$ cat config.mk
export PLATFORM = sky130hd
export DESIGN_NAME = regfile_sb
export DESIGN_NICKNAME = d
export VERILOG_FILES = /design/src/rtl/regfile_pkg.sv /design/src/rtl/rf_read_port.sv /design/src/rtl/regfile_sb.sv
export SDC_FILE = /design/constraint.sdc
export NUM_CORES = 2
export LEC_CHECK = 0
export BUFFER_PORTS_ARGS = -buffer_cell sky130_fd_sc_hd__buf_2
export CAP_MARGIN = 20
export CORE_MARGIN = 2
export CORE_UTILIZATION = 30
export CTS_CLUSTER_DIAMETER = 100
export DETAILED_ROUTE_END_ITERATION = 8
export PLACE_DENSITY_LB_ADDON = 0.05
export SETUP_SLACK_MARGIN = 0.5
export SLEW_MARGIN = 20
export SYNTH_ARGS = -nofsm -noshare
export SYNTH_HDL_FRONTEND = slang
export SYNTH_SLANG_ARGS = --single-unit
$ cat constraint.sdc
create_clock -name clk -period 45.2 [get_ports clk]
set_input_delay 9.04 -clock clk [delete_from_list [all_inputs] [get_ports clk]]
set_output_delay 9.04 -clock clk [all_outputs]
set_load 0.02 [all_outputs]
$ cat src/rtl/regfile_pkg.sv
// Shared defaults and types for the scoreboarded register file.
// Imported by regfile_sb and its per-port read logic.
package regfile_pkg;

    localparam int DATA_W_DEF = 32;
    localparam int NREGS_DEF  = 32;
    localparam int ADDR_W_DEF = $clog2(NREGS_DEF);

    typedef logic [ADDR_W_DEF-1:0] addr_t;

endpackage

$ cat src/rtl/rf_read_port.sv
// One read port: write-winner bypass, busy look-ahead, capture regs.
// Captured values reflect the register/scoreboard state after the edge.
module rf_read_port
    import regfile_pkg::*;
#(
    parameter int DATA_W = DATA_W_DEF,
    parameter int NREGS  = NREGS_DEF,
    parameter int NWR    = 2,
    parameter int ADDR_W = $clog2(NREGS)
) (
    input  logic                         clk,
    input  logic                         rst,
    input  logic                         en,
    input  logic [ADDR_W-1:0]            addr,
    input  logic [NREGS-1:0][DATA_W-1:0] regs,
    input  logic [NREGS-1:0]             busy,
    input  logic [NWR-1:0]               wr_en,
    input  logic [NWR*ADDR_W-1:0]        wr_addr,
    input  logic [NWR*DATA_W-1:0]        wr_data,
    input  logic                         iss_en,
    input  logic [ADDR_W-1:0]            iss_addr,
    output logic [DATA_W-1:0]            rd_data,
    output logic                         rd_busy
);

    logic              valid;
    logic [DATA_W-1:0] data_nxt;
    logic              busy_nxt;

    // Post-edge view of the addressed register; later write ports win.
    always_comb begin
        valid    = 1'b0;
        data_nxt = '0;
        busy_nxt = 1'b0;
        for (int i = 0; i < NREGS; i++) begin
            if (addr == ADDR_W'(i)) begin
                valid    = (i != 0);
                data_nxt = (i != 0) ? regs[i] : '0;
                busy_nxt = (i != 0) ? busy[i] : 1'b0;
            end
        end
        for (int w = 0; w < NWR; w++) begin
            if (valid && wr_en[w] &&
                wr_addr[w*ADDR_W +: ADDR_W] == addr) begin
                data_nxt = wr_data[w*DATA_W +: DATA_W];
                busy_nxt = 1'b0;
            end
        end
        if (valid && iss_en && iss_addr == addr) begin
            busy_nxt = 1'b1;
        end
    end

    // Capture on enabled reads, otherwise hold.
    always_ff @(posedge clk or posedge rst) begin
        if (rst) begin
            rd_data <= '0;
            rd_busy <= 1'b0;
        end else if (en) begin
            rd_data <= data_nxt;
            rd_busy <= busy_nxt;
        end
    end

endmodule

$ cat src/rtl/regfile_sb.sv
// Multi-port register file with an in-order issue scoreboard.
// Register 0 is hardwired to zero and never busy.
module regfile_sb
    import regfile_pkg::*;
#(
    parameter  int DATA_W = DATA_W_DEF,
    parameter  int NREGS  = NREGS_DEF,
    parameter  int NRD    = 2,
    parameter  int NWR    = 2,
    localparam int ADDR_W = $clog2(NREGS)
) (
    input  logic                   clk,
    input  logic                   rst,
    input  logic [NRD-1:0]         rd_en,
    input  logic [NRD*ADDR_W-1:0]  rd_addr,
    output logic [NRD*DATA_W-1:0]  rd_data,
    output logic [NRD-1:0]         rd_busy,
    input  logic [NWR-1:0]         wr_en,
    input  logic [NWR*ADDR_W-1:0]  wr_addr,
    input  logic [NWR*DATA_W-1:0]  wr_data,
    input  logic                   iss_en,
    input  logic [ADDR_W-1:0]      iss_addr,
    output logic [NREGS-1:0]       busy_vec,
    output logic                   wr_zero_err
);

    logic [NREGS-1:0][DATA_W-1:0] regs;
    logic [NREGS-1:0]             busy;
    logic [NREGS-1:0]             busy_nxt;
    logic                         zero_hit;

    // Storage update; later ports overwrite earlier ones on collision.
    always_ff @(posedge clk or posedge rst) begin
        if (rst) begin
            regs <= '0;
        end else begin
            for (int i = 1; i < NREGS; i++) begin
                for (int w = 0; w < NWR; w++) begin
                    if (wr_en[w] &&
                        wr_addr[w*ADDR_W +: ADDR_W] == ADDR_W'(i)) begin
                        regs[i] <= wr_data[w*DATA_W +: DATA_W];
                    end
                end
            end
        end
    end

    // Next scoreboard: writes clear, a same-cycle issue re-sets.
    always_comb begin
        busy_nxt    = busy;
        busy_nxt[0] = 1'b0;
        for (int i = 1; i < NREGS; i++) begin
            for (int w = 0; w < NWR; w++) begin
                if (wr_en[w] &&
                    wr_addr[w*ADDR_W +: ADDR_W] == ADDR_W'(i)) begin
                    busy_nxt[i] = 1'b0;
                end
            end
            if (iss_en && iss_addr == ADDR_W'(i)) begin
                busy_nxt[i] = 1'b1;
            end
        end
    end

    // Flag any enabled write aimed at register 0.
    always_comb begin
        zero_hit = 1'b0;
        for (int w = 0; w < NWR; w++) begin
            if (wr_en[w] && wr_addr[w*ADDR_W +: ADDR_W] == '0) begin
                zero_hit = 1'b1;
            end
        end
    end

    // Scoreboard and error pulse registers.
    always_ff @(posedge clk or posedge rst) begin
        if (rst) begin
            busy        <= '0;
            wr_zero_err <= 1'b0;
        end else begin
            busy        <= busy_nxt;
            wr_zero_err <= zero_hit;
        end
    end

    assign busy_vec = busy;

    for (genvar p = 0; p < NRD; p++) begin : g_rd
        rf_read_port #(
            .DATA_W (DATA_W),
            .NREGS  (NREGS),
            .NWR    (NWR),
            .ADDR_W (ADDR_W)
        ) u_rd (
            .clk      (clk),
            .rst      (rst),
            .en       (rd_en[p]),
            .addr     (rd_addr[p*ADDR_W +: ADDR_W]),
            .regs     (regs),
            .busy     (busy),
            .wr_en    (wr_en),
            .wr_addr  (wr_addr),
            .wr_data  (wr_data),
            .iss_en   (iss_en),
            .iss_addr (iss_addr),
            .rd_data  (rd_data[p*DATA_W +: DATA_W]),
            .rd_busy  (rd_busy[p])
        );
    end

endmodule

==> metrics.md <==
| Metric | Value |
|---|---|
| Status | `finished, final reports clean` |
| Total chip power | `0.00363 W` |
| Fraction of registers with async set/reset | `100%` |
| Vias per inst | `6.38` |
| Setup TNS | `0 ns` |
| Hold worst-path end | `g_rd[1].u_rd.rd_data[29]` |
| Per-cell routed wire length | `40.5 µm` |
| Ports | `195` |
| Hold/Removal Path Class | `reg -> reg` |
| Die Y | `493 µm` |
| Fin crit share | `29.2%` |
| Clk pin slew, worst setup/hold paths | `0.06 ns` |
| Clk_lat worst skew | `0.85 ns` |
| Minimum clock period after layout | `13.19 ns` |
| Post-Synthesis Cells | `8471` |
| Clk sinks | `1090` |
| R2r worst-path depth | `7` |
| Post-synthesis mux area share | `16.1%` |
| CP max FO | `60` |
| Post-CTS Setup Bufs | `0` |
| Leakage | `33.4 nW` |
| Simple-gate share of the synthesized area | `13.9%` |
| Area occupied by multi-input gates | `40600 µm²` |
| Primary FF master, synth | `dfrtp_1` |
| Vias | `73000` |
| Register area | `27300 µm²` |
| Die width | `493 µm` |
| PwrDens | `45.1 nW/µm²` |
| Slew Limit Fails | `0` |
| Adder-cell share of the synthesized area | `0%` |
| Post-synth EDFFs | `0` |
| Critical path class | `in -> reg` |
| Met2 Use GR | `53.3%` |
| Hold Path Depth | `2` |
| Rows | `179` |
| H-tree depth | `4` |
| Hold path start | `g_rd[1].u_rd.rd_data[29]` |
| Distinct cells, synth | `100` |
| Worst vdd ir | `0.0476 mV` |
| Initial antenna violation count | `58` |
| Largest family of logic cells by synthesized area | `compound AO/OA/AOI/OAI gates` |
| GR Util met1 | `51.8%` |
| Routed WL | `463 mm` |
| First-pass DRT Iterations | `7` |
| Final hold violation count | `0` |
| Pin count of the biggest net entering global routing | `134` |
| GR peak layer | `met2` |
| Compound-gate portion of the synthesized area | `25.5%` |
| FF+latch count, synth | `1090` |
| Layout Area Growth over Synthesis | `12.1%` |
| Startpoint type of the worst setup path | `input port` |
| Syn_nets | `8567` |
| Placed wire-length estimate | `320 mm` |
| Fillers | `24700` |
| Layout cells sized above 1 | `11.9%` |
| Relative slew slack | `14.8%` |
| Worst reg-to-reg setup slack | `41.86 ns` |
| Worst slew pin tran | `1.27 ns` |
| Sequential share of the synthesized area | `38.1%` |
| Root buf cell | `clkbuf_16` |
| PostCTS Resize Cnt | `0` |
| Core Footprint | `238000 µm²` |
| Reg2reg end | `g_rd[1].u_rd.rd_data[29]` |
| Initial drt markers | `11200` |
| Initial Utilization | `30.2%` |
| PortBufs | `193` |
| Post-Syn Area | `71600 µm²` |
| RePlAce Congestion | `0.991` |
| Final setup viols | `0` |
| CTS Buf Count | `147` |
| Post-synthesis xor/xnor area fraction | `0.367%` |
| Critical Path AT | `13.96 ns` |
| TritonCTS clock tree | `built` |
| Drt drc | `0` |
| CP required | `45.97 ns` |
| Crit end category | `register` |
| Antenna-violating nets left | `0` |
| Number of max-cap violations | `0` |
| Die area | `243000 µm²` |
| Synthesis Warnings | `0` |
| Fin nets | `8219` |
| Met3 GRT Util | `10.4%` |
| Clk buf depth | `3` |
| GRT Overall Usage | `36.9%` |
| RSZ-0062 raised after global routing | `false` |
| Cts hold-fix bufs | `0` |
| First-pass GRT wire length | `625 mm` |
| RR Startpoint | `regs[253]` |
| Skew final | `0.0321 ns` |
| Achievable Freq | `0.0758 GHz` |
| Fin util | `33.8%` |
| Congestion Overflow GR | `0` |
| Vias in the first global route | `66700` |
| Mean Syn Cell Area | `8.46 µm²` |
layer usage:
metal | wire, µm | vias to the layer above
met4 | 20400 | 30
met2 | 193000 | 4834
met3 | 50900 | 929
li1 | - | 30300
met1 | 199000 | 36900
met5 | 189 | -
metrics by stage:
stage	cell area (µm²)	hold WS [ns]	cells	setup WS [ns]
2_1_floorplan	71700	0.541	8471	5.47
3_3_place_gp	75200	0.566	11100	31.27
3_5_place_dp	75200	0.575	11100	31.23
4_1_cts	80200	0.589	11400	32.12
5_1_grt	80300	0.613	11400	32.23
6_report	80300	0.590	11400	32.01
sequential cells by signal, indices dropped and copies added, names as in the netlist:
signal and count:
regs 992, g_rd.u_rd.rd_busy 2, wr_zero_err 1, g_rd.u_rd.rd_data 64
busy_vec 31
cell families (layout without fill, tap and decap cells):
group,count (synthesis),in the layout
AOI/OAI and AO/OA,2911,2911
and+or+nand+nor,2282,2282
muxes,1135,1135
DFF,1090,1090
buffers and inverters,1022,796
xor gates and xnor gates,30,30
other,1,32
cell type report:
class	count	area share (%)
well taps	3167	4.93
diodes	31	0.0966
inverters	34	0.170
multi-input cells	6359	50.5
clock buffers	233	5.57
clock inverters	38	0.664
repair buffers	491	4.13
flip-flops and latches	1090	34.0
synth_stat cells, types with 19 or more instances:
master / instances / area [µm²]
a2111oi_0: 28 / 245
buf_1: 96 / 360
xnor2_1: 20 / 175
buf_4: 40 / 300
nor2b_1: 36 / 225
and3_1: 36 / 225
nor2_1: 954 / 3580
o211ai_1: 44 / 330
nand2b_1: 40 / 250
a21o_1: 32 / 240
a21oi_1: 876 / 4380
mux2i_1: 1074 / 10800
o22a_1: 24 / 210
o2111ai_1: 27 / 236
dfrtp_1: 1090 / 27300
o22ai_1: 159 / 995
nand3_1: 80 / 400
o21ai_0: 867 / 4340
o221ai_1: 81 / 709
inv_1: 31 / 116
a221oi_1: 126 / 1100
or3_1: 21 / 131
a2bb2oi_1: 27 / 236
a31oi_1: 47 / 294
nand4_1: 46 / 288
buf_2: 243 / 1220
a211o_1: 27 / 236
nor3_1: 85 / 425
a222oi_1: 53 / 531
clkbuf_1: 590 / 2210
nor4_1: 19 / 119
a22oi_1: 113 / 848
a22o_1: 28 / 245
o221a_2: 22 / 248
nand2_1: 828 / 3110
a221o_1: 55 / 551
o2bb2ai_1: 23 / 201
o31ai_1: 23 / 173
mux2_2: 55 / 619
a211oi_1: 65 / 488
power breakdown:
part | total, W | switching (W) | internal (W)
clock | 0.00125 | 0.000515 | 0.000737
sequential | 0.00162 | 0.000396 | 0.00123
combinational | 0.000750 | 0.000466 | 0.000284
placed cells by master, fill, tap and decap left out, types with 79 or more instances in the layout:
master | synthesis | routed
o221ai_1 | 81 | 81
mux2i_1 | 1074 | 1074
buf_4 | 40 | 290
nor2_1 | 954 | 915
a21oi_1 | 876 | 876
a22oi_1 | 113 | 113
buf_2 | 243 | 189
o22ai_1 | 159 | 159
clkbuf_16 | 0 | 154
nand3_1 | 80 | 79
o21ai_0 | 867 | 865
nand2_1 | 828 | 792
dfrtp_1 | 1090 | 1090
a221oi_1 | 126 | 126
worst max-delay path: stages:
cell and delay, ns:
buf_8 0.46, buf_12 0.34, nor2b_4 0.06, buf_4 0.28
buf_4 0.39, nand2_1 0.33, buf_4 0.42, o22ai_1 0.26
a211o_1 0.35, a211oi_1 1.00, o21ai_0 0.56, a21oi_1 0.26
worst max path at each step:
stage / endpoint / slack (ns) / cells past startpoint / from
CTS: g_rd[0].u_rd.rd_data[20] / 32.12 / 11 / rd_addr[0]
finish: g_rd[1].u_rd.rd_data[20] / 32.01 / 12 / rd_addr[6]
global placement: g_rd[0].u_rd.rd_data[20] / 31.27 / 11 / rd_addr[0]
floorplan: busy_vec[10] / 5.47 / 1 / rst
global route: g_rd[1].u_rd.rd_data[20] / 32.23 / 12 / rd_addr[6]
detailed placement: g_rd[0].u_rd.rd_data[20] / 31.23 / 11 / rd_addr[0]
(Power assumes the default switching activity.)
